==> config.mk <==
export PLATFORM = sky130hd
export DESIGN_NAME = stream_3d_sub_to_1d_array
export DESIGN_NICKNAME = d
export VERILOG_FILES = /design/src/rtl/stream_3d_sub_to_1d_array.sv
export SDC_FILE = /design/constraint.sdc
export NUM_CORES = 1
export LEC_CHECK = 0
export CAP_MARGIN = 20
export CORE_AREA = 2 2 160 162
export CTS_CLUSTER_DIAMETER = 50
export DETAILED_ROUTE_END_ITERATION = 10
export DIE_AREA = 0 0 162 164
export GPL_TIMING_DRIVEN = 0
export PLACE_DENSITY = 0.75
export SKIP_CTS_REPAIR_TIMING = 1
export SYNTH_ARGS = -nofsm -noshare
export SYNTH_HDL_FRONTEND = slang
export SYNTH_SLANG_ARGS = --single-unit
==> constraint.sdc <==
create_clock -name clk -period 8.3 [get_ports clk]
set_input_delay 1.66 -clock clk [delete_from_list [all_inputs] [get_ports clk]]
set_output_delay 1.66 -clock clk [all_outputs]
set_load 0.005 [all_outputs]
==> src/rtl/stream_3d_sub_to_1d_array.sv <==
// stream_3d_sub_to_1d_array
//   Captures a ROWS x COLS array on a valid/ready load port and streams it out
//   LANES elements per beat on a valid/ready output port.
//   Mode 0: bands of SUB_ROWS rows (last band may be shorter), column-major
//   inside each band. Mode 1: plain row-major.
// Ports:
//   clk, rst              clock, asynchronous active-high reset
//   in_valid / in_ready   load handshake
//   in_array              element (r,c) is in_array[r][c]
//   in_mode               output order, sampled with the load
//   out_valid / out_ready beat handshake
//   out_data              stream element k at bits [(k%LANES)*BIT_WIDTH +: BIT_WIDTH]
//   out_last              current beat is the final beat of the array
//   busy                  streaming in progress
module stream_3d_sub_to_1d_array #(
  parameter int BIT_WIDTH = 4,
  parameter int ROWS      = 8,
  parameter int COLS      = 8,
  parameter int SUB_ROWS  = 4,
  parameter int LANES     = 1
) (
  input  logic                                     clk,
  input  logic                                     rst,
  input  logic                                     in_valid,
  output logic                                     in_ready,
  input  logic [ROWS-1:0][COLS-1:0][BIT_WIDTH-1:0] in_array,
  input  logic                                     in_mode,
  output logic                                     out_valid,
  input  logic                                     out_ready,
  output logic [LANES*BIT_WIDTH-1:0]               out_data,
  output logic                                     out_last,
  output logic                                     busy
);

  localparam int NumElems = ROWS * COLS;
  localparam int NumBeats = NumElems / LANES;
  // Row counters must hold a band base plus SUB_ROWS without wrapping.
  localparam int RowW     = $clog2(2 * ROWS + 1);
  localparam int RowIdxW  = (ROWS > 1) ? $clog2(ROWS) : 1;
  localparam int ColW     = (COLS > 1) ? $clog2(COLS) : 1;
  localparam int BeatW    = (NumBeats > 1) ? $clog2(NumBeats) : 1;

  if (ROWS < 1 || COLS < 1 || BIT_WIDTH < 1) begin : g_badShape
    $error("ROWS, COLS and BIT_WIDTH must be at least 1");
  end
  if (SUB_ROWS < 1 || SUB_ROWS > ROWS) begin : g_badSubRows
    $error("SUB_ROWS must lie in 1..ROWS");
  end
  if (LANES < 1 || (NumElems % LANES) != 0) begin : g_badLanes
    $error("LANES must divide ROWS*COLS");
  end

  typedef enum logic {IDLE, STREAM} StateT;

  StateT                                   r_state;
  StateT                                   w_nextState;
  logic [ROWS-1:0][COLS-1:0][BIT_WIDTH-1:0] r_buf;
  logic                                    r_mode;
  logic [RowW-1:0]                         r_row;
  logic [ColW-1:0]                         r_col;
  logic [RowW-1:0]                         r_bandBase;
  logic [BeatW-1:0]                        r_beat;

  logic                                    w_load;
  logic                                    w_accept;
  logic [RowW-1:0]                         w_rowStep;
  logic [ColW-1:0]                         w_colStep;
  logic [RowW-1:0]                         w_baseStep;
  logic [RowW-1:0]                         w_bandTop;
  logic [LANES*BIT_WIDTH-1:0]              w_beatData;

  // State register; reset parks the block in IDLE, aborting any stream.
  always_ff @(posedge clk or posedge rst) begin
    if (rst) begin
      r_state <= IDLE;
    end else begin
      r_state <= w_nextState;
    end
  end

  // Next state and handshake outputs. in_ready is gated by rst so the block
  // refuses loads for as long as reset is held.
  always_comb begin
    w_nextState = r_state;
    in_ready    = 1'b0;
    out_valid   = 1'b0;
    out_last    = 1'b0;
    out_data    = '0;
    busy        = 1'b0;
    w_load      = 1'b0;
    w_accept    = 1'b0;
    case (r_state)
      IDLE: begin
        in_ready = !rst;
        w_load   = in_valid && !rst;
        if (w_load) begin
          w_nextState = STREAM;
        end
      end
      STREAM: begin
        busy      = 1'b1;
        out_valid = 1'b1;
        out_data  = w_beatData;
        out_last  = (r_beat == BeatW'(NumBeats - 1));
        w_accept  = out_ready;
        if (w_accept && out_last) begin
          w_nextState = IDLE;
        end
      end
      default: w_nextState = IDLE;
    endcase
  end

  // Walk the output order LANES steps from the current position. Each lane
  // reads the element at the walk position, then the walk advances one step;
  // the final position becomes the next beat's start. Band height is clipped
  // against ROWS with a compare, so no division is needed.
  always_comb begin
    w_rowStep  = r_row;
    w_colStep  = r_col;
    w_baseStep = r_bandBase;
    w_bandTop  = '0;
    w_beatData = '0;
    for (int k = 0; k < LANES; k++) begin
      w_beatData[k*BIT_WIDTH +: BIT_WIDTH] = r_buf[w_rowStep[RowIdxW-1:0]][w_colStep];
      w_bandTop = w_baseStep + RowW'(SUB_ROWS);
      if (w_bandTop > RowW'(ROWS)) begin
        w_bandTop = RowW'(ROWS);
      end
      if (!r_mode) begin
        if (w_rowStep + 1'b1 < w_bandTop) begin
          w_rowStep = w_rowStep + 1'b1;
        end else begin
          if (w_colStep == ColW'(COLS - 1)) begin
            w_colStep  = '0;
            w_baseStep = w_baseStep + RowW'(SUB_ROWS);
          end else begin
            w_colStep = w_colStep + 1'b1;
          end
          w_rowStep = w_baseStep;
        end
      end else begin
        if (w_colStep == ColW'(COLS - 1)) begin
          w_colStep = '0;
          w_rowStep = w_rowStep + 1'b1;
        end else begin
          w_colStep = w_colStep + 1'b1;
        end
      end
    end
  end

  // Position counters and captured mode: cleared on load, advanced only when
  // a beat is accepted so backpressure holds the current beat steady.
  always_ff @(posedge clk or posedge rst) begin
    if (rst) begin
      r_mode     <= 1'b0;
      r_row      <= '0;
      r_col      <= '0;
      r_bandBase <= '0;
      r_beat     <= '0;
    end else if (w_load) begin
      r_mode     <= in_mode;
      r_row      <= '0;
      r_col      <= '0;
      r_bandBase <= '0;
      r_beat     <= '0;
    end else if (w_accept) begin
      r_row      <= w_rowStep;
      r_col      <= w_colStep;
      r_bandBase <= w_baseStep;
      r_beat     <= r_beat + 1'b1;
    end
  end

  // Array buffer carries no reset; it is only meaningful after a load.
  always_ff @(posedge clk) begin
    if (w_load) begin
      r_buf <= in_array;
    end
  end

endmodule

# After elaboration in Yosys (flattened, before gate mapping)
# Index checks and enable logic that the tools add are counted.
[totals]
register_bits = 277
input_bits = 261
output_inout_bits = 8
elab_cells = 123
[classes]
add_sub_neg = 4
magnitude_cmp = 4
n_eq_ne = 6
n_mux = 31
bitwise_logic = 1
reduce_logical = 7
[ops]
columns = ["cell", "count"]
rows = [
  ["32-bit binary-select mux with 3-bit select", 1],
  ["5-bit 2-to-1 mux", 11],
  ["32-bit 2-to-1 mux", 1],
  ["3-bit 2-to-1 mux", 5],
  ["4-bit binary-select mux with 3-bit select", 1],
  ["6-bit 2-to-1 mux", 2],
  ["3-bit by 4-bit less-than comparator with 1-bit output (second input constant)", 2],
  ["4-bit 2-to-1 mux", 2],
  ["1-bit 2-to-1 mux", 7],
  ["6-bit by 1-bit adder with 6-bit output (second input constant)", 1],
  ["6-bit equality test (second input constant)", 1],
  ["5-bit by 1-bit adder with 5-bit output (second input constant)", 1],
  ["5-bit by 3-bit adder with 5-bit output (second input constant)", 1],
  ["5-bit by 4-bit greater-than comparator with 1-bit output (second input constant)", 1],
  ["5-bit less-than comparator", 1],
  ["2-bit AND reduction", 2],
  ["3-bit by 1-bit adder with 3-bit output (second input constant)", 1],
  ["3-bit equality test (second input constant)", 1],
  ["3-bit by 1-bit != test with 1-bit output (second input constant)", 1],
  ["3-bit != test (second input constant)", 1],
  ["3-bit AND reduction", 1],
  ["1-bit logical AND", 2],
  ["2-bit by 1-bit != test with 1-bit output (second input constant)", 1],
  ["2-bit != test (second input constant)", 1],
  ["other kinds (4)", 4],
]

# Longest topological paths before layout
[logic_depth]
ltp_word = 8
depth_mapped = 11
depth_no_buf = 11

# Worst setup path before layout
# Ideal clock, no wire load.
[synth_path]
path_type = "input to register"
start = "input port rst"
end = "register r_buf[0] (netlist bit), enable pin"
setup_time_ns = 0.720
t_arrival_ns = 9.165
t_required_ns = 7.580
path_slack_ns = -1.585
path_stages = 4
path_buffers = 1
path_cell_list = "nor2_1 nand2_1 clkinv_1 clkbuf_1"
[synth_via]
elab_chain_cells = 3
[synth_lines]
columns = ["item", "line", "text"]
rows = [
  ["start: declaration", "23", "input logic rst,"],
  ["1-bit logical NOT (no line)", "n/a", ""],
  ["1-bit logical AND", "95", "w_load = in_valid && !rst;"],
  ["1-bit 2-to-1 mux", "92", "case (r_state)"],
  ["via w_load", "64", "logic w_load;"],
  ["end signal: assignment", "179", "r_buf <= in_array;"],
  ["end: declaration", "57", "logic [ROWS-1:0][COLS-1:0][BIT_WIDTH-1:0] r_buf;"],
]
# The timed path passes the listed nets, and every way through them passes these cells.
# A chain may end at the register's enable or synchronous reset.

# Final worst setup path
[layout_path]
start = "register r_col[0]"
end = "output port out_data[1]"
[layout_via]
elab_chain_cells = 3
[layout_lines]
columns = ["item", "line", "text"]
rows = [
  ["start: declaration", "60", "logic [ColW-1:0] r_col;"],
  ["start signal: assignment", "170", "r_col <= w_colStep;"],
  ["4-bit binary-select mux with 3-bit select", "125", "w_beatData[k*BIT_WIDTH +: BIT_WIDTH] = r_buf[w_rowStep[RowIdxW-1:0]][w_colStep];"],
  ["4-bit 2-to-1 mux (not written as such)", "125", ""],
  ["4-bit 2-to-1 mux", "92", ""],
  ["end: declaration", "30", "output logic [LANES*BIT_WIDTH-1:0] out_data,"],
]
# Every way passes these cells. The select of a mux whose other input is x is not followed.

==> run summary <==
Leak = 0.005108 µW
final clock skew = 0.02110 ns
Die ar. = 26570 µm²
critical path endpoint = out_data[1]
H-tree depth = 1
CTS tree = done
Tcrit/Tclk final = 61.57%
routed vias/inst = 5.153
pwr/cell area = 280.5 nW/µm²
largest net degree at the start of global routing = 124
All-Layer GR Usage = 19.26%
Post-synth EDFFs = 256
layout cells sized above 1 = 17.46%
worst hold slack = 0.5483 ns
start point of the critical path = r_col[0]$_DFFE_PP0P_
mapped cell area = 10970 µm²
commonest non-fill, non-tap cell in the layout = clkdlybuf4s50_1
I/O Buffers = 268
slowest cell on the critical path = clkbuf_1
Layout fillers = 1800
Hold Crit Class = flip-flop to flip-flop
Bufs and invs on worst path = 3
R2R cell count = 10
Final Hold Fails = 0
Die W = 162 µm
first-pass GRT wire length = 37790 µm
DR WL/cell = 21.53 µm
minimum clock period = 5.111 ns
Initial DRT Pass Iterations = 4
Slew Viols, Final = 0
CTS Buf Count = 30
Post-DP HPWL = 18390 µm
outcome = finished clean
synth unique cells = 41
Core Rows = 58
# IOs = 269
FF-to-FF setup slack = 4.91 ns
initial antenna violation count = 0
Worst Setup End Kind = output port
worst skew pair latency = 0.56 ns
final setup TNS = 0 ns
starting utilization of the core area = 44.22%
DRC violations left = 0
Sequential Area = 8163 µm²
launching point of the worst reg2reg path = r_row[2]$_DFFE_PP0P_
fraction of registers with async set/reset = 6.909%
R2R Path End = r_row[0]$_DFFE_PP0P_
highest-count cells in the layout ignoring fill and taps = 268 x clkdlybuf4s50_1, 256 x edfxtp_1, 68 x mux4_2
prevailing post-synth register cell = edfxtp_1
startpoint types = flip-flop
Post-Syn Area per Cell = 20.59 µm²
grt ovf = 0
clk buf depth = 3
Layout Nets = 1106
Gate Count Post-Synth = 533
Core Footprint = 24820 µm²
Antenna Nets Post-Route = 0
crit-path cells = clkbuf_1, buf_2, mux2i_1, a31oi_1, a21oi_1, clkdlybuf4s50_1
Worst VDD drop = 189.2 µV
area of the multi-input gates = 2628 µm²
CP Max Fanout = 10
area grow syn2layout = 38.80%
Crit path depth = 6
Worst Path Required = 6.64 ns
Sink Count = 275
cell family with most CP delay = buffers and inverters
Post-Syn Nets = 804
final setup violation count = 0
Worst Tran Pin Value = 0.9276 ns
register bit total from synthesis = 275
CP arrival = 3.45 ns
vias = 6132
post-synthesis sequential area ratio = 74.38%
vias in the first global route = 6582
headroom to the max-slew limit = 38.16%
drt total wl = 25620 µm
clock root buffer = clkbuf_16
Die Ht = 164 µm
yosys warns = 0
CTS clk-pin slew, worst paths = 0.06 ns
critical path type = flip-flop to output port
Max-Cap Viols = 0
setup slack after layout = 3.189 ns
max incr delay on CP = 0.74 ns
Max Clock Freq = 0.1957 GHz
DR iter-0 viols = 483
placed cell area = 14130 µm²
RSZ-0062 raised after global routing = false
Post-Place Worst Slack = 3.693 ns
global placer's final weighted congestion = 0.7978
fin area = 15230 µm²
[report_power, final]
group / internal [µW] / leakage [µW] / switching (µW) / total (µW)
clock network: 886 / 0.000517 / 552 / 1440
logic: 620 / 0.00202 / 576 / 1200
registers: 1600 / 0.00257 / 43.9 / 1640
[cell families (layout without fill, tap and decap cells)]
group / after synthesis / after routing / share of synthesized area (%)
and+or+nand+nor: 53 / 53 / 2.144
buffers and inverters: 34 / 360 / 1.676
DFF: 275 / 275 / 74.38
adders and majority gates: 10 / 10 / 1.140
xor gates and xnor gates: 10 / 10 / 0.7980
AOI/OAI and AO/OA: 51 / 51 / 2.976
muxes: 99 / 99 / 16.85
other: 1 / 2 / 0.03417
[worst min path at each step]
stage / cells past startpoint / endpoint / slack, ns / from
floorplan: 1 / r_bandBase[4]$_DFFE_PP0P_ / 0.51 / r_bandBase[4]$_DFFE_PP0P_
global placement: 2 / r_row[4]$_DFFE_PP0P_ / 0.53 / r_row[4]$_DFFE_PP0P_
detailed placement: 2 / r_row[4]$_DFFE_PP0P_ / 0.53 / r_row[4]$_DFFE_PP0P_
CTS: 2 / r_row[4]$_DFFE_PP0P_ / 0.55 / r_row[4]$_DFFE_PP0P_
global route: 2 / r_row[4]$_DFFE_PP0P_ / 0.57 / r_row[4]$_DFFE_PP0P_
finish: 2 / r_row[4]$_DFFE_PP0P_ / 0.55 / r_row[4]$_DFFE_PP0P_
[layer usage]
| metal | GRT usage (%) | vias up | wire length, µm |
|---|---|---|---|
| li1 | - | 2808 | - |
| met4 | 5.310 | 0 | 620 |
| met3 | 4.419 | 41 | 1788 |
| met1 | 24.03 | 3051 | 10000 |
| met5 | 0 | - | 0 |
| met2 | 33.98 | 232 | 13210 |
[final cells by class]
cell class                      instances  share of cell area (%)
Antenna cell                            1                 0.01643
Buffer                                 27                   1.101
Clock buffer                           31                   4.953
Clock inverter                         25                   2.234
Inverter                                7                  0.1725
Multi-Input combinational cell        224                   17.25
Sequential cell                       275                   53.59
Tap cell                              330                   2.711
Timing Repair Buffer                  270                   17.97
[cell usage after synthesis, types with 2 or more instances]
| cell | n | area [µm²] |
|---|---|---|
| nor2_1 | 13 | 48.80 |
| a221oi_1 | 3 | 26.28 |
| a41o_1 | 2 | 20.02 |
| o31ai_1 | 3 | 22.52 |
| buf_2 | 12 | 60.06 |
| nand3_1 | 4 | 20.02 |
| buf_6 | 3 | 33.78 |
| and2_1 | 3 | 18.77 |
| ha_1 | 10 | 125.1 |
| o21ai_0 | 10 | 50.05 |
| nand2_1 | 24 | 90.09 |
| o21a_1 | 2 | 15.01 |
| xnor2_1 | 5 | 43.79 |
| a21o_1 | 2 | 15.01 |
| inv_1 | 6 | 22.52 |
| or3_1 | 3 | 18.77 |
| dfrtp_1 | 19 | 475.5 |
| buf_4 | 5 | 37.54 |
| a31oi_1 | 5 | 31.28 |
| nand4_1 | 2 | 12.51 |
| mux2i_1 | 25 | 250.2 |
| xor2_1 | 5 | 43.79 |
| mux2_2 | 6 | 67.56 |
| a21oi_1 | 16 | 80.08 |
| mux4_2 | 68 | 1531 |
| edfxtp_1 | 256 | 7687 |
| clkbuf_1 | 7 | 26.28 |
[worst min-delay path: stages (launching register included)]
cell and delay (ns):
dfrtp_1 0.39, nand2_1 0.06, a21oi_1 0.05
[stage by stage]
stage / instances / util (%) / total power [µW]
2_1_floorplan: 533 / - / 2420
3_3_place_gp: 1131 / 56.69 / 2880
3_5_place_dp: 1133 / 56.95 / 2883
4_1_cts: 1189 / 61.36 / 4328
5_1_grt: 1189 / 61.36 / 4455
6_report: 1190 / 61.37 / 4272
[registers in the layout, indices dropped and copies added, names as in the netlist]
register    flops
r_bandBase      3
r_row           5
r_state         1
r_col           3
r_mode          1
r_beat          6
r_buf         256
Power figures use the tool's default switching activity.
==> RTL edit: new RTL, same settings <==
Reset style: synchronous (`rst`), changed in 2 clocked blocks. Comments in the files are not updated.
--- a/src/rtl/stream_3d_sub_to_1d_array.sv
+++ b/src/rtl/stream_3d_sub_to_1d_array.sv
@@ -72,3 +72,3 @@
   // State register; reset parks the block in IDLE, aborting any stream.
-  always_ff @(posedge clk or posedge rst) begin
+  always_ff @(posedge clk) begin
     if (rst) begin
@@ -154,3 +154,3 @@
   // a beat is accepted so backpressure holds the current beat steady.
-  always_ff @(posedge clk or posedge rst) begin
+  always_ff @(posedge clk) begin
     if (rst) begin
Formal check against the unedited RTL: differs if rst is asserted again (counterexample within 4 cycles, from zero or initial values and one cycle with rst high); with rst held inactive, the same outputs for 10 cycles.
==> RTL edit against the unedited design <==
  * Wire length up 4.9%
  * Area after synthesis down 0.33%
  * Worst setup slack better by 0.043 ns
  * Register-to-register slack better by 0.52 ns
  * Sequential cell count unchanged
  * Final area up 1.2%
  * Clock skew about the same
  * Highest routed layer unchanged
Power is not compared: it rests on default switching activity, and its combinational part moved more than twofold at a synthesized area within 25%.
==> RTL edit: results (changes against the unedited design) <==
RUN_STATUS='complete, no violations'  # unchanged
CTS.PATH.MAX_BUFFERS=3  # unchanged
PLACED_AREA_UM2=14370  # was 14,130 um2
FIRST_ITER_VIOLATIONS=558  # was 483
NUM-NETS-FINAL=1144  # was 1,106
GRT_PASS1_WL_MM=39.96  # was 37.79 mm
ROUTE.DETAILED.VIAS_PER_INST=5.240  # was 5.153
SYN_NETS=825  # was 804
PATH_CLK_SLEW_NS=0.05
CLOCK_INSERTION_DELAY_AT_THE_LATER_PIN_OF_THE_SKEW_REPORT_NS=0.52  # was 0.56 ns
GP_CONGESTION=0.8187  # was 0.7978
NUMBER_OF_ENABLE_TYPE_REGISTER_CELLS_IN_THE_SYNTHESIZED_NETLIST=256  # unchanged
DRT-WIRELENGTH-PER-CELL_UM=21.87  # was 21.53 um
GRT_USE_TOTAL=0.2064  # was 0.1926
CPLARGESTDELAYFAMILY='buffers and inverters'  # unchanged
SYNTH_MOST_COMMON_CELL='edfxtp_1'  # unchanged
ANTENNA_FOUND_INITIAL=0  # unchanged
TIMING.CRITICAL_PATH.SLOWEST_CELL_DELAY_NS=0.75
YS_SEQ_AREA_FRAC=0.7376  # was 0.7438
WORST-PATH-MAX-FANOUT=10  # unchanged
DP_SLACK_NS=3.677  # was 3.693 ns
TOTAL_SWITCHING_POWER_mW=0.6619
CTS_ROOT_BUF='clkbuf_16'  # unchanged
PATH_TYPE_OF_THE_WORST_MIN_DELAY_PATH='reg2reg'  # unchanged
PORT_BUFFERS=268  # unchanged
WORST_PATH_MAX_DELAY_CELL='nor2_1'  # was clkbuf_1
PEAKVDDDROP_V=0.0002318
LAYOUT-DRIVE-GT1-SHARE=0.1837  # was 0.1746
SYNTH_CELL_TYPE_COUNT=51  # was 41
HTREE_LEVELS=2  # was 1
MAX_CAP_VIOLATIONS=0  # unchanged
SLEW_HEADROOM=0.3125  # was 0.3816
FIRSTDRTPASSITERS=5  # was 4
GRT_MAX_DEGREE=23  # was 124
REG.LARGEST.LIST='r_buf x256, r_beat x6, r_row x5'  # unchanged
FIRST_GLOBAL_VIAS=6888  # was 6,582
SYNTH_AREA_LEADERS='edfxtp_1, mux4_2, dfxtp_1'  # was edfxtp_1, mux4_2, dfrtp_1
CLK_SKEW_NS=0.02097  # was 0.02110 ns
POSTSYNTH.ASYNCRESETSHARE=0  # was 0.06909
CRITPATHARRIVALTIME_NS=3.41  # was 3.45 ns
COUNT_OF_SYNTHESIS_STAGE_WARNINGS_FROM_YOSYS=0  # unchanged
DP_HPWL_MM=19.99  # was 18.39 mm
CTS_BUFFERS=34  # was 30
P_LEAK_nW=5.075
SYNTHTOPCELLSBYCOUNT='edfxtp_1, mux4_2, nor2_1, nand2_1, dfxtp_1'  # was edfxtp_1, mux4_2, mux2i_1, nand2_1, dfrtp_1
[RTL edit: cell types whose count changed after synthesis, sizes merged, moves of 6 or more]
| cell | change |
|---|---|
| a22oi | +14 |
| dfrtp | -19 |
| dfxtp | +19 |
| mux2i | -13 |
| mux4 | -6 |
| nand3 | +6 |
| nor2 | +10 |
[RTL edit: layout make-up]
| class | instances | area (um2) |
|---|---|---|
| multi-input cells | 242 | 2638 |
| flip-flops and latches | 275 | 8068 |
| fillers | 1824 | 9412 |
| well taps | 330 | 412.9 |
| diodes | 1 | 2.502 |
| clock buffers | 41 | 877.1 |
| inverters | 7 | 26.28 |
| clock inverters | 17 | 157.7 |
| plain buffers | 33 | 255.2 |
| repair buffers | 283 | 2970 |
[RTL edit: cells by family (layout without fill, tap and decap cells)]
group / after synthesis / after routing / synth area share
AOI/OAI and AO/OA: 68 / 68 / 0.04587
xor gates and xnor gates: 12 / 12 / 0.009609
adders and majority gates: 7 / 7 / 0.008007
buffers and inverters: 40 / 381 / 0.02288
DFF: 275 / 275 / 0.7376
muxes: 77 / 77 / 0.1417
other: 0 / 1 / 0
and+or+nand+nor: 78 / 78 / 0.03432
[RTL edit: final timing paths]
kind                                start     endpoint  slack [ns]  cells after the start
worst max-delay path             r_row[0]  out_data[1]        3.23                      8
worst min-delay path            r_beat[1]    r_beat[1]        0.51                      2
worst max register to register    r_state    r_buf[21]        5.43                      8
worst min register to register  r_beat[1]    r_beat[1]        0.51                      2
[RTL edit: tightest hold or removal path, cell delays in order, from the launching register on]
cell     delay, ns
dfxtp_1       0.33
nand2_1       0.08
a21oi_2       0.05
[RTL edit: power groups by stage]
| stage | combinational (mW) | clock [mW] | sequential (mW) |
|---|---|---|---|
| 2_1_floorplan | 0.0787 | 0 | 1.62 |
| 3_3_place_gp | 0.231 | 0 | 1.63 |
| 3_5_place_dp | 0.252 | 0 | 1.62 |
| 4_1_cts | 0.253 | 1.38 | 1.59 |
| 5_1_grt | 0.268 | 1.45 | 1.59 |
| 6_report | 0.251 | 1.36 | 1.59 |
[RTL edit: layer usage]
| layer | vias up | global-route usage | share of wire |
|---|---|---|---|
| met5 | - | 0 | 0 |
| met4 | 0 | 0.06396 | 0.025 |
| met3 | 45 | 0.05682 | 0.085 |
| met2 | 285 | 0.3607 | 0.52 |
| met1 | 3161 | 0.2510 | 0.37 |
| li1 | 2949 | - | - |
[RTL edit: through the flow]
step | cells | power (mW)
floorplan | 557 | 1.703
global placement | 1155 | 1.863
detailed placement | 1170 | 1.870
CTS | 1228 | 3.225
global route | 1228 | 3.306
finish | 1229 | 3.197
